==> src/rtl/pc_fetch_unit_pkg.sv <==
// Shared fetch-stage definitions: FSM state codes, PC increment and the buffered fetch entry.
package pc_fetch_unit_pkg;

  localparam int unsigned XLEN = 32;
  localparam logic [XLEN-1:0] PC_INC = XLEN'(4);

  typedef enum logic [1:0] {
    FETCH_IDLE = 2'd0,
    FETCH_REQ  = 2'd1,
    FETCH_DROP = 2'd2
  } fetch_state_e;

  typedef struct packed {
    logic [XLEN-1:0] instr;
    logic [XLEN-1:0] pc;
  } fetch_entry_t;

  // Control-flow targets must be word aligned.
  function automatic logic is_misaligned(input logic [XLEN-1:0] addr);
    return addr[1:0] != 2'b00;
  endfunction

endpackage

==> src/rtl/pc_fetch_unit_fetch_buffer.sv <==
// Single-entry instruction/PC holding register between fetch and decode.
module pc_fetch_unit_fetch_buffer
  import pc_fetch_unit_pkg::*;
(
  input  logic         clk,
  input  logic         rst,
  input  logic         load,
  input  logic         consume,
  input  logic         flush,
  input  fetch_entry_t load_entry,
  output logic         valid,
  output fetch_entry_t entry
);

  // Flush beats load beats consume; a load in the consume cycle keeps the entry valid.
  always_ff @(posedge clk) begin
    if (rst) begin
      valid <= 1'b0;
      entry <= '0;
    end else if (flush) begin
      valid <= 1'b0;
    end else if (load) begin
      valid <= 1'b1;
      entry <= load_entry;
    end else if (consume) begin
      valid <= 1'b0;
    end
  end

endmodule

==> src/rtl/pc_fetch_unit.sv <==
// Program counter, control-flow redirect and instruction-memory request sequencing.
module pc_fetch_unit
  import pc_fetch_unit_pkg::*;
#(
  parameter logic [31:0] RESET_PC = 32'h0000_0000,
  parameter logic [31:0] TRAP_VEC = 32'h0000_0004
) (
  input  logic        clk,
  input  logic        rst,
  input  logic        ex_valid,
  input  logic        ex_is_branch,
  input  logic        ex_is_jal,
  input  logic        ex_is_jalr,
  input  logic [31:0] ex_pc,
  input  logic [31:0] ex_imm,
  input  logic        compare_val,
  input  logic [31:0] alu_out,
  output logic        imem_req,
  output logic [31:0] imem_addr,
  input  logic        imem_ack,
  input  logic [31:0] imem_rdata,
  output logic        if_valid,
  output logic [31:0] if_instr,
  output logic [31:0] if_pc,
  input  logic        if_ready,
  output logic        redirect,
  output logic        misalign_exc
);

  fetch_state_e    state_q, state_d;
  logic [XLEN-1:0] pc_q, pc_d;
  logic [XLEN-1:0] drop_addr_q, drop_addr_d;
  logic            req_pending_q, req_pending_d;
  logic            take, target_bad, buf_free, ack_fire, buf_load;
  logic [XLEN-1:0] target;
  fetch_entry_t    load_entry, buf_entry;

  always_ff @(posedge clk) begin
    if (rst) state_q <= FETCH_IDLE;
    else     state_q <= state_d;
  end

  // Next state, next PC and the memory-port handshake.
  always_comb begin
    state_d       = state_q;
    pc_d          = pc_q;
    drop_addr_d   = drop_addr_q;
    req_pending_d = req_pending_q;

    take       = ex_valid & (ex_is_jal | ex_is_jalr | (ex_is_branch & compare_val));
    target     = ex_is_jalr ? (alu_out & ~XLEN'(1)) : XLEN'(ex_pc + ex_imm);
    target_bad = is_misaligned(target);
    buf_free   = ~if_valid | if_ready;

    // In DROP the stale request stays up on its original address until acked.
    imem_req  = (state_q == FETCH_DROP) |
                ((state_q == FETCH_REQ) & (req_pending_q | buf_free));
    imem_addr = (state_q == FETCH_DROP) ? drop_addr_q : pc_q;
    ack_fire  = imem_req & imem_ack;
    buf_load  = (state_q == FETCH_REQ) & ack_fire & ~take;

    if (ack_fire)      req_pending_d = 1'b0;
    else if (imem_req) req_pending_d = 1'b1;

    unique case (state_q)
      FETCH_IDLE: state_d = FETCH_REQ;
      FETCH_REQ: begin
        if (take && imem_req && !imem_ack) begin
          state_d     = FETCH_DROP;
          drop_addr_d = pc_q;
        end
      end
      FETCH_DROP: if (imem_ack) state_d = FETCH_REQ;
      default:    state_d = FETCH_IDLE;
    endcase

    if (take)          pc_d = target_bad ? TRAP_VEC : target;
    else if (buf_load) pc_d = pc_q + PC_INC;
  end

  always_ff @(posedge clk) begin
    if (rst) begin
      pc_q          <= RESET_PC;
      drop_addr_q   <= '0;
      req_pending_q <= 1'b0;
      redirect      <= 1'b0;
      misalign_exc  <= 1'b0;
    end else begin
      pc_q          <= pc_d;
      drop_addr_q   <= drop_addr_d;
      req_pending_q <= req_pending_d;
      redirect      <= take;
      misalign_exc  <= take & target_bad;
    end
  end

  assign load_entry = '{instr: imem_rdata, pc: pc_q};

  pc_fetch_unit_fetch_buffer u_fetch_buffer (
    .clk        (clk),
    .rst        (rst),
    .load       (buf_load),
    .consume    (if_valid & if_ready),
    .flush      (take),
    .load_entry (load_entry),
    .valid      (if_valid),
    .entry      (buf_entry)
  );

  assign if_instr = buf_entry.instr;
  assign if_pc    = buf_entry.pc;

endmodule

==> config.mk <==
export PLATFORM = sky130hd
export DESIGN_NAME = pc_fetch_unit
export DESIGN_NICKNAME = d
export VERILOG_FILES = /design/src/rtl/pc_fetch_unit_pkg.sv /design/src/rtl/pc_fetch_unit_fetch_buffer.sv /design/src/rtl/pc_fetch_unit.sv
export SDC_FILE = /design/constraint.sdc
export NUM_CORES = 1
export LEC_CHECK = 0
export CAP_MARGIN = 10
export CORE_ASPECT_RATIO = 1.25
export CORE_MARGIN = 2
export CORE_UTILIZATION = 44
export CTS_BUF_LIST = sky130_fd_sc_hd__clkbuf_4 sky130_fd_sc_hd__clkbuf_8
export DETAILED_ROUTE_END_ITERATION = 10
export PLACE_DENSITY = 0.83
export REMOVE_ABC_BUFFERS = 1
export SLEW_MARGIN = 20
export SYNTH_ARGS = -nofsm -noshare
export SYNTH_HDL_FRONTEND = slang
export SYNTH_SLANG_ARGS = --single-unit
==> constraint.sdc <==
create_clock -name clk -period 2.2 [get_ports clk]
set_input_delay 0.22 -clock clk [delete_from_list [all_inputs] [get_ports clk]]
set_output_delay 0.22 -clock clk [all_outputs]
set_load 0.005 [all_outputs]
Word-level counts from Yosys, hierarchy flattened
Index checks and enable logic that the tools add are counted.
W data, S select, Z words.

cells by class
  add/subtract/negate cells = 2
  equal/unequal tests = 4
  multiplexer cells = 10
  bitwise gates (word level) = 15
  reduce and logical (&&, ||, !) cells = 12

operator list
  cell                     count
  $mux W32                 5
  $add A32 B3 Y32 const B  1
  $add A32 B32 Y32         1
  $and A1 B1 Y1            8
  $pmux W2 S3              1
  $reduce_and A2 Y1        3
  $reduce_bool A2 Y1       3
  $or A1 B1 Y1             5
  $mux W2                  2
  $reduce_or A2 Y1         2
  $eq A2 B1 Y1 const B     1
  $eq A2 B2 Y1 const B     1
  $logic_and A1 B1 Y1      2
  $logic_not A2 Y1         1
  $mux W1                  2
  $ne A2 B1 Y1 const B     1
  $ne A2 B2 Y1 const B     1
  $not A1 Y1               2
  $logic_not A1 Y1         1

storage, ports and cells
  flip-flop bits (word level) = 134
  input port bits = 137
  output and inout bits = 100
  logic and storage cells = 52

Logic depth before layout (Yosys ltp)
Gate-level depths: netlist (run 1).

  depth in word-level cells = 10
  gate-level depth with buffers = 12

Hierarchy
From an unflattened synthesis (run 1), not the netlist that was laid out.

unflattened totals
  cell total of the unflattened synthesis = 1060
  area total of the unflattened synthesis = 8912.3 sq um

modules (own cells, without submodules)
  module                      times used  cells an instance  area an instance (sq um)
  pc_fetch_unit               1           764                5644.2
  pc_fetch_unit_fetch_buffer  1           296                3268.1

Worst setup path before layout (run 1)
No wires, ideal clock.

  path type = in2reg
  from = input port ex_pc[0]
  to = register pc_q[11]
  setup time = 0.091 ns
  arrival = 2.323 ns
  slack = -0.214 ns
  cell stages on the path = 10
  path buffers = 0
  cells stage by stage = ha_1 > inv_1 > fa_1 > nor3b_1 > nand2b_1 > nand2_1 > nor2_1 > nand2_1 > a31o_2 > a311oi_1

on the way
  longest elaborated chain between the ends = 5

ends and longest elaborated chain
  element                   RTL line                 RTL
  start: declaration        pc_fetch_unit.sv:14      input logic [31:0] ex_pc,
  $add A32 B32 Y32 *        pc_fetch_unit.sv:51      target = ex_is_jalr ? (alu_out & ~XLEN'(1)) : XLEN'(ex_pc + ex_imm);
  $mux W32 *                pc_fetch_unit.sv:51
  $reduce_bool A2 Y1        pc_fetch_unit_pkg.sv:20  return addr[1:0] != 2'b00;
  $mux W32 * (2 in series)  pc_fetch_unit.sv:77      if (take) pc_d = target_bad ? TRAP_VEC : target;
  end signal: assignment    pc_fetch_unit.sv:89      pc_q <= pc_d;
  end: declaration          pc_fetch_unit.sv:31      logic [XLEN-1:0] pc_q, pc_d;

Every way passes the cells marked *; elsewhere a longest branch is shown, timed or not.
A chain may end at the register's enable or synchronous reset.

Final worst setup path (run 1)
  from = input port ex_pc[2]
  to = register pc_q[4]

on the way
  longest elaborated chain between the ends = 4

ends and longest elaborated chain
  element                 RTL line
  $add A32 B32 Y32        pc_fetch_unit.sv:51
  $mux W32                pc_fetch_unit.sv:51
  $mux W32 (2 in series)  pc_fetch_unit.sv:77

Every way passes these cells.

==> summary.txt, run 1 <==
Floorplanning
  • Total core area: 17300 µm²
  • Die height: 152 µm
  • # IOs: 237
  • Die Wd: 123 µm
  • Initial Utilization: 44.7%
  • Num rows: 54
  • Die Area: 18600 µm²

STA
  • Final hold violation count: 0
  • Post-layout min period: 2.18 ns
  • Slew @ Worst Pin: 0.686 ns
  • Fmax achieved: 0.458 GHz
  • Clock Skew: approximately 0.0093 ns
  • Pins over their slew limit: 0
  • Worst rel slew slack: 54.3%
  • Final period utilization: 99.3%
  • Final setup viols: 0
  • Final hold slack: 0.161 ns
  • RSZ-0062 raised after global routing: yes

Setup path
  • Setup crit end kind: register
  • WP data arrival: around 2.5 ns
  • Slowest cell on the critical path: dlygate4sd2_1
  • Worst Path Max Fanout: 2
  • Slowest stage delay, CP: 0.26 ns
  • Req. time, crit path: 2.51 ns
  • Setup CP Type: input pin to register
  • Crit path launch type: input pin
  • CP Cell Sequence: dlygate4sd2_1 > ha_4 > nor2b_4 > buf_4 > buf_4 > buf_4 > buf_4 > buf_4 > buf_4 > buf_4 > o21ai_1 > a211oi_1 > o21ai_1 > nand2b_1 > a21oi_1 > a211oi_1
  • Most used cell, CP: buf_4

Pwr
  • Worst vdd ir: 0.314 mV
  • Switch Pwr: between 1.5 and 2 mW
  • Int Pwr: 4.64 mW
  • Flop pwr share: 39.4%
  • Design Power: 6.45 mW
  • PD cells: approximately 520 nW/µm²
  • Comb power frac: 27.1%
  • Sw Share: between 20 and 30%
  • Pleak: ~5.0 nW
  • Clock Power Share: 33.5%

Job
  • Max Cap Violations: 0

Global route
  • Gr ovfl total: 0
  • First-pass GRT wire length: 41000 µm
  • Largest net degree at the start of global routing: 68
  • All-layer global routing usage: between 20 and 30%
  • Initial antenna violation count: 0
  • Vias in the first global route: 8573

Layout
  • Layout cells sized above 1: 22.1%
  • Fill count: between 1000 and 1500
  • FF+latch area: 2690 µm²
  • Diodes inserted: 0
  • Area occupied by multi-input gates: just over 5000 µm²
  • Most common cell after layout, fill and taps aside: nand2_1
  • Most frequent cells in the layout: nand2_1 (245), clkdlybuf4s50_1 (177), buf_4 (165)
  • Layout area overhead: 59.3%
  • Nets: around 1600

Detailed routing
  • Top sig layer: met4
  • Detailed Route WL: 27000 µm
  • Initial DRT Pass Iterations: 5
  • Met3 wire length: approximately 1800 µm
  • Vias per inst: 5.65
  • Post-route antenna net violation count: 0
  • DRC Markers: 0
  • Met2 Wirelength: 13700 µm
  • Vias: 9184
  • First DRT Iteration DRCs: 713
  • Avg WL per Cell: 16.6 µm
  • M1 WL: around 10000 µm

Synthesis
  • Avg Cell Area, Syn: 7.54 µm²
  • Post-synthesis cell count: about 1000
  • Number of synthesized register bits: ~130
  • Cell taking the most area after synthesis: dfxtp_1
  • Post-synth top area share: about a third
  • Sequential area share after synthesis: between 30% and 40%
  • Yosys cell types: 64
  • Mapped cell area: slightly below 8000 µm²
  • Ys async rst share: 0%
  • Ys Warns: 0
  • Ys flop type: dfxtp_1
  • Top post-synthesis cells by area: dfxtp_1 (35%), nand2_1 (12%), a21oi_1 (9.0%), ha_1 (5.2%), mux2_2 (4.4%)
  • Number of synthesized flops with an enable pin: 0

Clock tree
  • CTS tree: built
  • CTS Sinks: 134
  • H-tree level count: 4
  • Num CTS Buffers: 17
  • Hold_buf cts: 0
  • Clk slew on worst S/H paths: ~0.08 ns
  • Clk root buf: clkbuf_8
  • Longest Clk Path Bufs: 2
  • Clk Latency, worst-skew pair: between 0.4 and 0.5 ns

Worst hold path
  • Worst min path class: input pin to register

Placed design
  • DP HPWL: roughly 19000 µm
  • RePlAce Congestion: about 0.87
  • Port Buffers: approximately 240

Status
  • Status: complete, no violations
## sequential cells by signal, indices dropped and copies added (netlist names)
| register | cells |
|---|---|
| req_pending_q | 1 |
| u_fetch_buffer.valid | 1 |
| state_q | 2 |
| pc_q | 32 |
| u_fetch_buffer.entry | 64 |
| drop_addr_q | 32 |
| misalign_exc | 1 |
| redirect | 1 |
## power by group through the flow
stage / sequential (mW) / combinational, mW / clock (mW)
final: 2.54 / 1.75 / 2.16
after global routing: 2.55 / 1.89 / 2.28
after CTS: 2.54 / 1.66 / 2.18
after detailed placement: 2.59 / 1.58 / 0
after global placement: 2.59 / 1.55 / 0
after floorplan: 2.60 / 0.676 / 0
## Yosys cell counts (3+ instances only)
cell type and number:
or2_2 3, buf_2 7, ha_1 32, o21ai_1 3, o21bai_1 6, a211oi_1 14
a311oi_1 6, mux2_2 30, xnor2_1 22, a221oi_1 6, nor2_1 50, a21oi_1 139
xor2_1 9, o31ai_1 4, nand2_1 249, or3_1 4, nand3_1 24, inv_1 17
dfxtp_1 134, o21ai_0 44, nand2b_1 8, nand4_1 14, and2_1 10, a2bb2oi_1 4
nor2b_1 6, a22oi_1 3, a31o_2 3, and4_1 7, a31oi_1 14, o31a_1 3
o21a_1 5, nor3_1 20, a21o_1 10, clkbuf_1 60, and3_1 10, o211ai_1 5
## timing repair
| action | in CTS | in global routing |
|---|---|---|
| gates cloned | 2 | 0 |
| gates resized for setup | 94 | 57 |
| endpoints found under the setup margin | 60 | 39 |
| buffers inserted | 22 | 9 |
| pin swaps | 35 | 29 |
## routing by layer
metal | up-vias | track usage [%]
met5 | - | 0
met4 | 0 | 13.8
met3 | 126 | 4.30
met2 | 480 | 48.7
met1 | 4220 | 30.8
li1 | 4358 | -
## final cells by class
| cell class | count | share of cell area (%) |
|---|---|---|
| Clock buffer | 22 | 2.36 |
| Sequential cell | 134 | 21.8 |
| Clock inverter | 9 | 1.02 |
| Multi-Input combinational cell | 807 | 41.1 |
| Tap cell | 224 | 2.28 |
| Inverter | 17 | 0.519 |
| Timing Repair Buffer | 413 | 30.9 |
## metrics by stage
step	worst slack, ns	util (%)	setup TNS, ns	instance area [µm²]	cells
finish	0.0164	71.1	0	12300	1626
global route	-0.0795	71.1	-0.199	12300	1626
CTS	-0.0485	69.9	-0.0944	12100	1617
detailed placement	-0.901	65.3	-18.34	11300	1562
global placement	-0.787	65.3	-16.73	11300	1562
floorplan	-1.10	-	-118.35	7460	958
## final timing paths
kind / start / to / slack [ns] / depth (start not counted)
hold / removal: rst / pc_q[2] / 0.16 / 2
setup / recovery: ex_pc[2] / pc_q[4] / 0.02 / 16
setup reg to reg: pc_q[3] / pc_q[25] / 0.08 / 10
hold reg to reg: drop_addr_q[16] / drop_addr_q[16] / 0.45 / 2
## logic make-up (layout without fill, tap and decap cells)
| family | count (synthesis) | count (layout) | share of synthesized area, % |
|---|---|---|---|
| flops | 134 | 134 | 34.7 |
| xor+xnor | 31 | 31 | 3.51 |
| buf+inv | 84 | 461 | 4.20 |
| mux | 32 | 32 | 4.63 |
| fa+ha+maj | 33 | 33 | 5.44 |
| compound gates | 292 | 292 | 23.3 |
| simple gates | 419 | 419 | 24.2 |
## critical path: cells and delay by family
family                     cells  cell delay (ns)
adders and majority gates      1             0.22
AOI/OAI and AO/OA              5             0.73
buffers and inverters          8             1.10
and+or+nand+nor                2             0.20
Power figures use the tool's default switching activity.
==> inputs of run 2 (changes only) <==
--- a/config.mk
+++ b/config.mk
@@ -11,7 +11,7 @@
 export CORE_UTILIZATION = 44
 export CTS_BUF_LIST = sky130_fd_sc_hd__clkbuf_4 sky130_fd_sc_hd__clkbuf_8
 export DETAILED_ROUTE_END_ITERATION = 10
-export PLACE_DENSITY = 0.83
+export PLACE_DENSITY = 0.77
 export REMOVE_ABC_BUFFERS = 1
 export SLEW_MARGIN = 20
 export SYNTH_ARGS = -nofsm -noshare
==> run 2 against run 1 <==
  * Sequential share of layout area is essentially flat
  * Final area about the same
  * Non-clock buffer count is 24 lower
  * Critical endpoint is now imem_addr[7]
  * Critical path type is now register to output port
  * Highest routed layer unchanged
  * Clock power increased by 9.3%
  * Register-to-register slack got worse by 0.03 ns
  * Worst hold slack better by 0.038 ns
  * Die area did not move
==> summary.txt, run 2 (synthesis results as in run 1) <==
Status
  • Status: complete, no violations

STA
  • Final hold slack: 0.199 ns (+0.0380 ns)
  • Worst rel slew slack: 56.7% (+2.5 points)
  • RSZ-0062 raised after global routing: yes
  • Final hold violation count: 0 (unchanged)
  • Final period utilization: 99.0% (-0.28 points)
  • Pins over their slew limit: 0 (unchanged)
  • Post-layout min period: 2.18 ns (-0.00622 ns)
  • Final setup viols: 0 (unchanged)
  • Slack of the critical path: 0.0226 ns (+0.00622 ns)
  • Clock Skew: 0.0130 ns (+0.00362 ns)
  • Slew @ Worst Pin: 0.649 ns (-0.0371 ns)
  • Fmax achieved: 0.459 GHz (+0.29%)
  • Setup TNS: 0 ns (unchanged)

Setup path
  • Setup CP Type: register to output port
  • Setup crit end kind: output port
  • WP data arrival: 1.96 ns (-0.53 ns)
  • Worst Path Max Fanout: 15 (+13)
  • R2r startpoint: pc_q[16]
  • Family with the most delay on the worst path: buffers and inverters
  • FF-to-FF path depth: 9 (-1)
  • Setup crit start: state_q[1]
  • Reg-to-Reg End: pc_q[26]
  • Worst R2R Setup Slack: 0.05 ns (-0.03 ns)
  • Slowest stage delay, CP: 0.46 ns (+0.20 ns)
  • Req. time, crit path: 1.98 ns (-0.53 ns)
  • Crit path launch type: register
  • Slowest cell on the critical path: clkdlybuf4s50_1
  • CP bufs+invs: 2 (-6)
  • CP Cell Sequence: nor2b_4 > buf_12 > mux2_2 > clkdlybuf4s50_1

Detailed routing
  • Initial DRT Pass Iterations: 5 (unchanged)
  • Vias: 8774 (-4.5%)
  • Detailed Route WL: 25500 µm (-5.5%)
  • Post-route antenna net violation count: 0 (unchanged)
  • First DRT Iteration DRCs: 640 (-10%)
  • Vias per inst: 5.47 (-3.2%)
  • DRC Markers: 0 (unchanged)
  • Avg WL per Cell: 15.9 µm (-4.2%)

Pwr
  • PD cells: 537 nW/µm² (+2.4%)
  • Design Power: 6.61 mW (+2.5%)
  • Worst vdd ir: 0.386 mV (+23%)
  • Pleak: 5.17 nW (+4.1%)

Job
  • Max Cap Violations: 0 (unchanged)

Floorplanning
  • Die Wd: 123 µm (unchanged)
  • Initial Utilization: 44.7% (unchanged)
  • Num rows: 54 (unchanged)
  • # IOs: 237 (unchanged)
  • Total core area: 17300 µm² (unchanged)
  • Die height: 152 µm (unchanged)
  • Die Area: 18600 µm² (unchanged)

Worst hold path
  • Worst Hold End: pc_q[22]
  • Worst min path class: input pin to register
  • Hold path depth: 2 (unchanged)
  • HP Start: rst

Layout
  • Top Registers: u_fetch_buffer.entry (64), drop_addr_q (32), pc_q (32)
  • Most common cell after layout, fill and taps aside: nand2_1
  • Nets: 1536 (-1.5%)
  • Non-filler cells in the finished layout: 1605 (-1.3%)
  • Layout cells sized above 1: 21.5% (-0.65 points)
  • Flip-flop count of the largest register after layout: 64 (unchanged)
  • Post-route cell area: 12300 µm² (about the same)
  • Final core utilization: 71.2% (about the same)
  • Layout area overhead: 59.3% (about the same)
  • Most frequent cells in the layout: nand2_1 (246), clkdlybuf4s50_1 (180), buf_4 (145)
  • Most flops, register: u_fetch_buffer.entry

Placed design
  • Port Buffers: 235 (unchanged)
  • Inst Count DP: 1568 (+0.38%)
  • RePlAce Congestion: 0.892 (+2.9%)
  • Placed Area: 11300 µm² (+0.40%)
  • Pre-CTS WS: -0.845 ns (+0.0563 ns)
  • DP HPWL: 18700 µm (-1.4%)

Clock tree
  • H-tree level count: 4 (unchanged)
  • Clk slew on worst S/H paths: 0.08 ns (about the same)
  • CTS Sinks: 134 (unchanged)
  • Num CTS Buffers: 17 (unchanged)
  • Clk root buf: clkbuf_8
  • Longest Clk Path Bufs: 2 (unchanged)
  • CTS tree: built
  • Clk Latency, worst-skew pair: 0.43 ns (about the same)

Global route
  • First-pass GRT wire length: 39800 µm (-2.7%)
  • Gr ovfl total: 0 (unchanged)
  • Initial antenna violation count: 2 (+2)
  • Largest net degree at the start of global routing: 65 (-4.4%)
  • Vias in the first global route: 8192 (-4.4%)
  • All-layer global routing usage: 26.3% (-0.95 points)
## run 2: cell count changes in the layout (fill, tap and decap cells not counted), sizes merged
cell and change:
buf -26, bufinv +1, clkbuf +1, clkdlybuf4s15 -3, clkdlybuf4s50 +3, clkinv -3, clkinvlp +2, diode +2
dlygate4sd2 -24, dlymetal6s2s +25, inv +1
## run 2: layer usage
metal / share of wire [%] / vias up / wire (µm) / global-route usage, %
met5: 0 / - / 0 / 0
met4: 3.2 / 0 / 809 / 11.0
met3: 5.3 / 61 / 1350 / 3.48
met2: 52 / 354 / 13200 / 46.7
met1: 40 / 4046 / 10100 / 31.4
li1: - / 4313 / - / -
## run 2: layout make-up
cell class,count,area (µm²)
inverters,17,63.8
diodes,2,5.00
multi-input cells,807,5150
flip-flops and latches,134,2690
clock inverters,10,168
clock buffers,22,297
repair buffers,389,3660
fillers,1346,4990
well taps,224,280
## run 2: how the worst max path moves through the flow
stage	end	slack (ns)	depth (start not counted)
finish	imem_addr[7]	0.02	4
global placement	pc_q[28]	-0.76	12
CTS	pc_q[28]	-0.009	10
detailed placement	pc_q[28]	-0.85	12
floorplan	drop_addr_q[0]	-1.10	5
global route	pc_q[28]	-0.05	11
## run 2: report_power, final
group / internal (mW) / switching, mW
combinational: 0.917 / 0.799
sequential: 2.49 / 0.0481
clock: 1.38 / 0.980
## run 2: repair_timing
item / CTS / global route
hold buffers: 0 / 0
buffers inserted: 3 / 0
pin swaps: 31 / 41
endpoints found under the setup margin: 43 / 54
gates resized for setup: 60 / 94
